**config.mk**
```make
export PLATFORM = sky130hd
export DESIGN_NAME = out_port_arbiter_flat
export DESIGN_NICKNAME = d
export VERILOG_FILES = /design/src/rtl/out_port_arbiter_pkg.sv /design/src/rtl/out_port_arbiter_if.sv /design/src/rtl/out_port_arbiter_rr_pick5.sv /design/src/rtl/out_port_arbiter.sv /design/src/flat_wrapper.sv
export SDC_FILE = /design/constraint.sdc
export NUM_CORES = 1
export LEC_CHECK = 0
export ABC_AREA = 1
export ABC_CLOCK_PERIOD_IN_PS = 1960
export BUFFER_PORTS_ARGS = -buffer_cell sky130_fd_sc_hd__buf_4
export CAP_MARGIN = 5
export CELL_PAD_IN_SITES_DETAIL_PLACEMENT = 0
export CELL_PAD_IN_SITES_GLOBAL_PLACEMENT = 2
export CORE_ASPECT_RATIO = 1.1
export CORE_UTILIZATION = 29
export CTS_CLUSTER_SIZE = 40
export DETAILED_ROUTE_END_ITERATION = 6
export GPL_TIMING_DRIVEN = 0
export PLACE_DENSITY = 0.86
export SLEW_MARGIN = 20
export SYNTH_ARGS = -nofsm -noshare
export SYNTH_HDL_FRONTEND = slang
export SYNTH_HIERARCHICAL = 1
export SYNTH_SLANG_ARGS = --single-unit
```
**constraint.sdc**
```tcl
create_clock -name clk -period 1.96 [get_ports clk]
set_input_delay 0 -clock clk [delete_from_list [all_inputs] [get_ports clk]]
set_output_delay 0 -clock clk [all_outputs]
set_load 0.005 [all_outputs]
```
**src/rtl/out_port_arbiter_pkg.sv**
```systemverilog
// Shared port codes, FSM states and helpers for the router output-port arbiter
// and the circular picker it shares with the VC allocator.
package out_port_arbiter_pkg;

    localparam int NPORTS = 5;

    localparam logic [NPORTS-1:0] N_PORT = 5'b00001;
    localparam logic [NPORTS-1:0] E_PORT = 5'b00010;
    localparam logic [NPORTS-1:0] W_PORT = 5'b00100;
    localparam logic [NPORTS-1:0] S_PORT = 5'b01000;
    localparam logic [NPORTS-1:0] L_PORT = 5'b10000;

    typedef enum logic {
        IDLE = 1'b0,
        LOCK = 1'b1
    } arb_state_e;

    // Next port in N->E->W->S->L->N order; L wraps to N.
    function automatic logic [NPORTS-1:0] rotl1(input logic [NPORTS-1:0] v);
        return {v[NPORTS-2:0], v[NPORTS-1]};
    endfunction

endpackage

```
**src/rtl/out_port_arbiter_if.sv**
```systemverilog
// Request/steering bundle between the input ports and one output-port arbiter.
interface out_port_arbiter_if;
    import out_port_arbiter_pkg::*;

    logic [NPORTS-1:0] req;
    logic [NPORTS-1:0] tail;
    logic              out_ready;
    logic [NPORTS-1:0] sel_out;
    logic              grant_valid;
    logic [NPORTS-1:0] xfer;
    logic              out_valid;
    logic              err_timeout;

    modport master (
        output req, tail, out_ready,
        input  sel_out, grant_valid, xfer, out_valid, err_timeout
    );

    modport slave (
        input  req, tail, out_ready,
        output sel_out, grant_valid, xfer, out_valid, err_timeout
    );

endinterface

```
**src/rtl/out_port_arbiter_rr_pick5.sv**
```systemverilog
// Combinational circular priority picker: first set req bit at or after the
// one-hot ptr, wrapping L->N. Output is one-hot or zero.
module rr_pick5
    import out_port_arbiter_pkg::*;
(
    input  logic [NPORTS-1:0] i_req,
    input  logic [NPORTS-1:0] i_ptr,
    output logic [NPORTS-1:0] o_gnt
);

    // Scan farthest-first so the candidate nearest ptr overwrites the rest.
    always_comb begin
        o_gnt = '0;
        for (int s = 0; s < NPORTS; s++) begin
            if (i_ptr[s]) begin
                for (int k = NPORTS - 1; k >= 0; k--) begin
                    if (i_req[(s + k) % NPORTS]) begin
                        o_gnt                      = '0;
                        o_gnt[(s + k) % NPORTS]    = 1'b1;
                    end
                end
            end
        end
    end

endmodule

```
**src/rtl/out_port_arbiter.sv**
```systemverilog
// Wormhole output-port arbiter: round-robin pick in IDLE, grant held head to
// tail in LOCK, forced release if the owner stalls its request too long.
module out_port_arbiter
    import out_port_arbiter_pkg::*;
#(
    parameter int TIMEOUT_CYC = 255,
    parameter int TO_W        = 8
) (
    input  logic               clk,
    input  logic               rst,
    out_port_arbiter_if.slave  bus
);

    localparam logic [TO_W-1:0] TO_LIM = TO_W'(TIMEOUT_CYC);

    arb_state_e        r_state, w_state_nxt;
    logic [NPORTS-1:0] r_sel, w_sel_nxt;
    logic [NPORTS-1:0] r_ptr, w_ptr_nxt;
    logic [TO_W-1:0]   r_cnt, w_cnt_nxt;
    logic              r_err, w_err_nxt;

    logic [NPORTS-1:0] w_gnt;
    logic [NPORTS-1:0] w_xfer;
    logic              w_own_req;
    logic              w_tail_xfer;
    logic [TO_W-1:0]   w_cnt_inc;
    logic              w_to_hit;

    rr_pick5 u_pick (
        .i_req (bus.req),
        .i_ptr (r_ptr),
        .o_gnt (w_gnt)
    );

    assign w_xfer      = r_sel & bus.req & {NPORTS{bus.out_ready}};
    assign w_own_req   = |(r_sel & bus.req);
    assign w_tail_xfer = |(w_xfer & bus.tail);

    // Saturating count of owner-idle cycles; stuck at 0 when timeout is disabled.
    assign w_cnt_inc = (r_cnt == TO_LIM) ? r_cnt : r_cnt + 1'b1;
    assign w_to_hit  = (TIMEOUT_CYC != 0) && (w_cnt_inc == TO_LIM);

    always_ff @(posedge clk or negedge rst) begin
        if (!rst) begin
            r_state <= IDLE;
            r_sel   <= '0;
            r_ptr   <= N_PORT;
            r_cnt   <= '0;
            r_err   <= 1'b0;
        end else begin
            r_state <= w_state_nxt;
            r_sel   <= w_sel_nxt;
            r_ptr   <= w_ptr_nxt;
            r_cnt   <= w_cnt_nxt;
            r_err   <= w_err_nxt;
        end
    end

    always_comb begin
        w_state_nxt = r_state;
        w_sel_nxt   = r_sel;
        w_ptr_nxt   = r_ptr;
        w_cnt_nxt   = r_cnt;
        w_err_nxt   = r_err;
        case (r_state)
            IDLE: begin
                w_cnt_nxt = '0;
                if (|bus.req) begin
                    w_state_nxt = LOCK;
                    w_sel_nxt   = w_gnt;
                end
            end
            LOCK: begin
                if (w_tail_xfer) begin
                    w_state_nxt = IDLE;
                    w_sel_nxt   = '0;
                    w_ptr_nxt   = rotl1(r_sel);
                    w_cnt_nxt   = '0;
                end else if (w_own_req) begin
                    // Backpressure with the owner still requesting is not a stall.
                    w_cnt_nxt = '0;
                end else if (w_to_hit) begin
                    w_state_nxt = IDLE;
                    w_sel_nxt   = '0;
                    w_ptr_nxt   = rotl1(r_sel);
                    w_cnt_nxt   = '0;
                    w_err_nxt   = 1'b1;
                end else begin
                    w_cnt_nxt = w_cnt_inc;
                end
            end
            default: begin
                w_state_nxt = IDLE;
                w_sel_nxt   = '0;
            end
        endcase
    end

    assign bus.sel_out     = r_sel;
    assign bus.grant_valid = (r_state == LOCK);
    assign bus.xfer        = w_xfer;
    assign bus.out_valid   = |w_xfer;
    assign bus.err_timeout = r_err;

endmodule

```
**src/flat_wrapper.sv**
```systemverilog
// flat-port wrapper written by rule: the top's interface ports become plain ports
module out_port_arbiter_flat import out_port_arbiter_pkg::*;
#(
    parameter int TIMEOUT_CYC = 255,
    parameter int TO_W        = 8
)
  (clk, rst, bus_req, bus_tail, bus_out_ready, bus_sel_out, bus_grant_valid, bus_xfer, bus_out_valid, bus_err_timeout);
  out_port_arbiter_if bus_i ();
  input  logic clk;
  input  logic rst;
  input wire logic [$bits(bus_i.req)-1:0] bus_req;
  input wire logic [$bits(bus_i.tail)-1:0] bus_tail;
  input wire logic [$bits(bus_i.out_ready)-1:0] bus_out_ready;
  output wire logic [$bits(bus_i.sel_out)-1:0] bus_sel_out;
  output wire logic [$bits(bus_i.grant_valid)-1:0] bus_grant_valid;
  output wire logic [$bits(bus_i.xfer)-1:0] bus_xfer;
  output wire logic [$bits(bus_i.out_valid)-1:0] bus_out_valid;
  output wire logic [$bits(bus_i.err_timeout)-1:0] bus_err_timeout;
  assign bus_i.req = bus_req;
  assign bus_i.tail = bus_tail;
  assign bus_i.out_ready = bus_out_ready;
  assign bus_sel_out = bus_i.sel_out;
  assign bus_grant_valid = bus_i.grant_valid;
  assign bus_xfer = bus_i.xfer;
  assign bus_out_valid = bus_i.out_valid;
  assign bus_err_timeout = bus_i.err_timeout;
  out_port_arbiter #(.TIMEOUT_CYC(TIMEOUT_CYC), .TO_W(TO_W)) u_core (.clk(clk), .rst(rst), .bus(bus_i));
endmodule
```
# Word-level counts from Yosys, hierarchy flattened

Cells that the tools add are included.

Bits in registers: 20
Bits of input ports: 13
Output and inout port bits: 13

Add/subtract/negate cells: 1
Equality and inequality tests: 6
Multiplexer cells: 48
Bitwise gates (word level): 6
Reduce and logical (&&, ||, !) cells: 8

Operators by type and width:

| kind                                                             | number |
|---|---|
| 5-bit two-way mux                                                | 37 |
| 8-bit two-way mux                                                | 4 |
| 5-bit OR reduction                                               | 4 |
| 8-bit equality test (second input constant)                      | 2 |
| 8-bit case mux with 2 select lines                               | 1 |
| 5-bit AND                                                        | 3 |
| 5-bit case mux with 2 select lines                               | 1 |
| 8-bit by 1-bit adder with 8-bit output (second input constant)   | 1 |
| 3-bit != test (second input constant)                            | 2 |
| 3-bit AND reduction                                              | 2 |
| 1-bit two-way mux                                                | 4 |
| 4-bit AND reduction                                              | 1 |
| 1-bit inverter                                                   | 3 |
| 2-bit by 1-bit != test with 1-bit output (second input constant) | 1 |
| 2-bit != test (second input constant)                            | 1 |
| 1-bit case mux with 2 select lines                               | 1 |
| 2-bit nonzero test                                               | 1 |

# Longest topological paths before layout

Word-level depth: 32
Mapped depth: 14
Depth with buffers taken out: 14

# Modules after synthesis

Netlist, hierarchy kept.

By module, submodules not included:

| module           | instances | cells an instance | area an instance (um2) | sequential area each (um2) |
|---|---|---|---|---|
| out_port_arbiter | 1         | 160               | 1,162.4                | 501.7 |
| rr_pick5         | 1         | 43                | 202.7                  | 0.0 |

# Least setup slack after synthesis

OpenSTA, ideal clock, no wires.

Path kind: reg2reg
Start: register u_core.r_cnt[0]
End: register u_core.r_ptr[4]
Setup time: 0.117 ns
Data arrival time: 1.516 ns
Required time: 1.843 ns
Path slack: 0.327 ns
Stages on the path, launching flop included: 14
Buffers on the path: 0
Cells stage by stage: dfrtp_1 ha_1 nand2_2 nor2_4 nand2_4 nand2_1 nand2_1 nand2_1 nor2_2 nand3_2 nand2_4 nand2_4 nand2_1 nand2_1

Longest elaborated chain between the ends: 5

RTL lines:

| what                                                                          | line                   | source |
|---|---|---|
| start: declaration                                                            | out_port_arbiter.sv:19 | `logic [TO_W-1:0] r_cnt, w_cnt_nxt;` |
| start signal: assignment                                                      | out_port_arbiter.sv:54 | `r_cnt <= w_cnt_nxt;` |
| 8-bit by 1-bit adder with 8-bit output or 8-bit equality test (tied branches) | out_port_arbiter.sv:40 | `assign w_cnt_inc = (r_cnt == TO_LIM) ? r_cnt : r_cnt + 1'b1;` |
| 8-bit two-way mux *                                                           | out_port_arbiter.sv:40 |  |
| 8-bit equality test *                                                         | out_port_arbiter.sv:41 | `assign w_to_hit = (TIMEOUT_CYC != 0) && (w_cnt_inc == TO_LIM);` |
| 2-bit nonzero test (no line) *                                                | -                      |  |
| 3-bit AND reduction (no line) *                                               | -                      |  |
| end signal: assignment                                                        | out_port_arbiter.sv:53 | `r_ptr <= w_ptr_nxt;` |
| end: declaration                                                              | out_port_arbiter.sv:18 | `logic [NPORTS-1:0] r_ptr, w_ptr_nxt;` |

Mark *: on every way between the ends. The rest lies on a longest branch, timed or not.
A chain may end at the register's enable or synchronous reset.

# Worst setup path after layout

Start: register u_core.r_cnt[0]
End: register u_core.r_ptr[3]

The elaborated chain is that of the path after synthesis.

==> metrics <==
Post-Synthesis Mean Instance Area 6.724 um2; worst path required time 2.11 ns; gate count of the mapped netlist 203; type of origin of the critical path flip-flop; power density over the cells 815.8 nW/um2; portion of synthesized cell area occupied by the leading cell type 0.3483; Initial Utilization 0.3095; final std cell area, no fill 1747 um2; run status complete, no violations; Post-Route WL 3.309 mm; core region area 4410 um2; routed via count 1361; Die Outline Area 4986 um2; CTS H-Tree Depth 1; DRC viols 0; number of max-slew violations in the final report 0; Most used DFF post-synth sky130_fd_sc_hd__dfrtp_1; relative slew slack 0.7396; number of global-route vias before repair 1273; vertical extent of the die 73.96 um; Clock Root Buffer sky130_fd_sc_hd__clkbuf_8; achievable frequency 546.9 MHz; number of CTS-inserted buffers 3; layout cells sized above 1 0.2510; number of standard-cell rows in the floorplan 25; library cell contributing the largest single delay on the critical path sky130_fd_sc_hd__dfrtp_1; DP Cell Count 282; Boundary Pins 26; Finished Layout Cells 293; post-synthesis sequential area ratio 0.3676; Final Cycle Share 0.9329; wire length of the first global-routing pass 5.499 mm; CTS tree done; Peak VDD IR 251.5 uV; cell repeated most along the worst path sky130_fd_sc_hd__nand2_1; Synth Cell Area 1365 um2; PnR worst setup slack 0.1315 ns; number of design-rule violations left by the first detailed-router iteration 37; overall overflow remaining after global route 0; Yosys warning count 6; slowest cell delay on critical path 0.43 ns; Fill cells 482; final period demand of the worst path 1.828 ns; length in cells of the worst reg-to-reg path 12; share of async-settable or async-resettable flops after synthesis 1.000; remaining antenna violation count 0; minimum setup slack among reg-to-reg paths 0.13 ns; clock latency on the worst-skew pair 0.25 ns; antenna violations before repair 0; maximum number of pins on one net before global-route repair 21; post-synthesis sequential element count 20; Pre-Repair DR Iteration Count 5; static leakage power 0.9500 nW; most frequent cell after synthesis sky130_fd_sc_hd__nand2_1; Vias per Instance 4.645; Sink Count 20; cell depth of the worst hold path 5; count of antenna diodes in the layout 0; Setup CP Type flip-flop to flip-flop; most frequent cells after synthesis 66 x sky130_fd_sc_hd__nand2_1, 26 x sky130_fd_sc_hd__inv_1, 23 x sky130_fd_sc_hd__nand3_1, 22 x sky130_fd_sc_hd__nor2_1, 19 x sky130_fd_sc_hd__dfrtp_1; number of unique standard cell types used by synthesis 24; final weighted congestion in routability-driven placement 0.7449; clock-pin slew reported for the worst setup and hold paths after clock tree synthesis 0.07 ns; aggregate negative setup slack 0 ns; pin slew with the least headroom to its limit 0.3905 ns; area post-placement 1620 um2; data arrival at the endpoint of the critical path 1.98 ns; count of final hold-check violations 0; number of buffers added on ports 25; final setup violation count 0; type of the tightest min-delay check primary input to flip-flop; maximum fanout along the worst path 7; number of enable-type register cells in the synthesized netlist 0; kind of capture point of the worst setup path flip-flop; Total Routing Usage GR 0.1440; layout overhead on the synthesized area 27.96%; Wirelength per Cell 11.29 um; final net count 254; syn nets 217; list of cells traversed by the critical path ha_4, nand2_4, nor2_4, nand3_2, nand2_1, nand2_1, nor2_2, nand3_2, nand2_4, nand2_4, nand2_1, nand2_1; WHS 0.1442 ns; DP Wirelength 2.616 mm; buffer depth of the longest clock path 2; dpl ws 0.09949 ns; Chip Width 67.42 um; largest clock skew in the final design 0.001770 ns; leading post-synthesis cells by cell area sky130_fd_sc_hd__dfrtp_1 35%, sky130_fd_sc_hd__nand2_1 18%, sky130_fd_sc_hd__nand3_1 8.4%; number of max-capacitance violations reported 0; area leader, netlist sky130_fd_sc_hd__dfrtp_1
==> critical path, delay by kind of cell (launching register included) <==
kind | cells | cell delay [ns]
and+or+nand+nor | 11 | 1.11
DFF | 1 | 0.43
adders and majority gates | 1 | 0.18
==> stage by stage <==
step                      utilization  total power, mW
final                          0.3960            1.425
after global routing           0.3960            1.552
after CTS                      0.3799            1.362
after detailed placement       0.3674            1.080
after global placement         0.3674            1.078
after floorplan                     -           0.9536
==> cell families after synthesis <==
logic type | count (synthesis) | synth area share
DFF | 20 | 0.3676
buffers and inverters | 30 | 0.08340
AOI/OAI and AO/OA | 20 | 0.09166
adders and majority gates | 1 | 0.009164
and+or+nand+nor | 132 | 0.4482
==> state kept, by name, indices dropped and copies added (netlist names) <==
signal,flops
u_core/r_cnt,8
u_core/bus.err_timeout,1
u_core/bus.sel_out,5
u_core/bus.grant_valid,1
u_core/r_ptr,5
==> final cells by class <==
cell class | count | area (um2) | area share
plain buffers | 1 | 5.005 | 0.002865
clock buffers | 4 | 45.04 | 0.02579
repair buffers | 31 | 235.2 | 0.1347
flip-flops and latches | 20 | 501.7 | 0.2872
multi-input cells | 154 | 783.3 | 0.4484
inverters | 29 | 108.9 | 0.06232
well taps | 54 | 67.56 | 0.03868
==> worst paths after layout <==
path	startpoint	endpoint
worst max-delay path	u_core/r_cnt[0]$_DFF_PN0_	u_core/r_ptr[3]$_DFFE_PN0P_
max in group asynchronous	rst	u_core/r_ptr[0]$_DFFE_PN1P_
worst min-delay path	bus_req[2]	u_core/bus.sel_out[2]$_DFFE_PN0P_
worst max register to register	u_core/r_cnt[0]$_DFF_PN0_	u_core/r_ptr[3]$_DFFE_PN0P_
min in group asynchronous	rst	u_core/r_cnt[2]$_DFF_PN0_
worst min register to register	u_core/bus.err_timeout$_DFFE_PN0P_	u_core/bus.err_timeout$_DFFE_PN0P_
==> timing repair <==
action / 4_1_cts / 5_1_grt
hold buffers: 1 / 0
endpoints found under the setup margin: 0 / 9
buffers inserted: 0 / 5
gates resized for setup: 0 / 5
endpoints found under the hold margin: 20 / 0
==> cells in the final DEF, fill, tap and decap left out, drive strengths merged, types with 3 or more instances in the layout <==
cell    netlist  final
nand2        73     74
buf           1     31
inv          29     29
nor2         27     27
nand3        26     26
dfrtp        19     19
a21oi        12     12
nand4         4      4
clkbuf        0      4
o21bai        3      3
o21ai         3      3
==> power by group <==
group,total [mW],switching [mW],internal [mW],leakage [nW]
clock,0.274,0.130,0.144,0.0228
combinational,0.579,0.341,0.238,0.675
sequential,0.572,0.0817,0.490,0.252
==> layer usage <==
layer | vias up | part of all wire | routed length, um | track usage
met5 | - | 0 | 0 | 0
met4 | 0 | 0.0045 | 15 | 0.04965
met3 | 2 | 0.040 | 133 | 0.01227
met2 | 37 | 0.51 | 1693 | 0.2600
met1 | 606 | 0.44 | 1467 | 0.1775
li1 | 716 | - | - | -
Note: power is estimated with default switching activity, not from simulation.
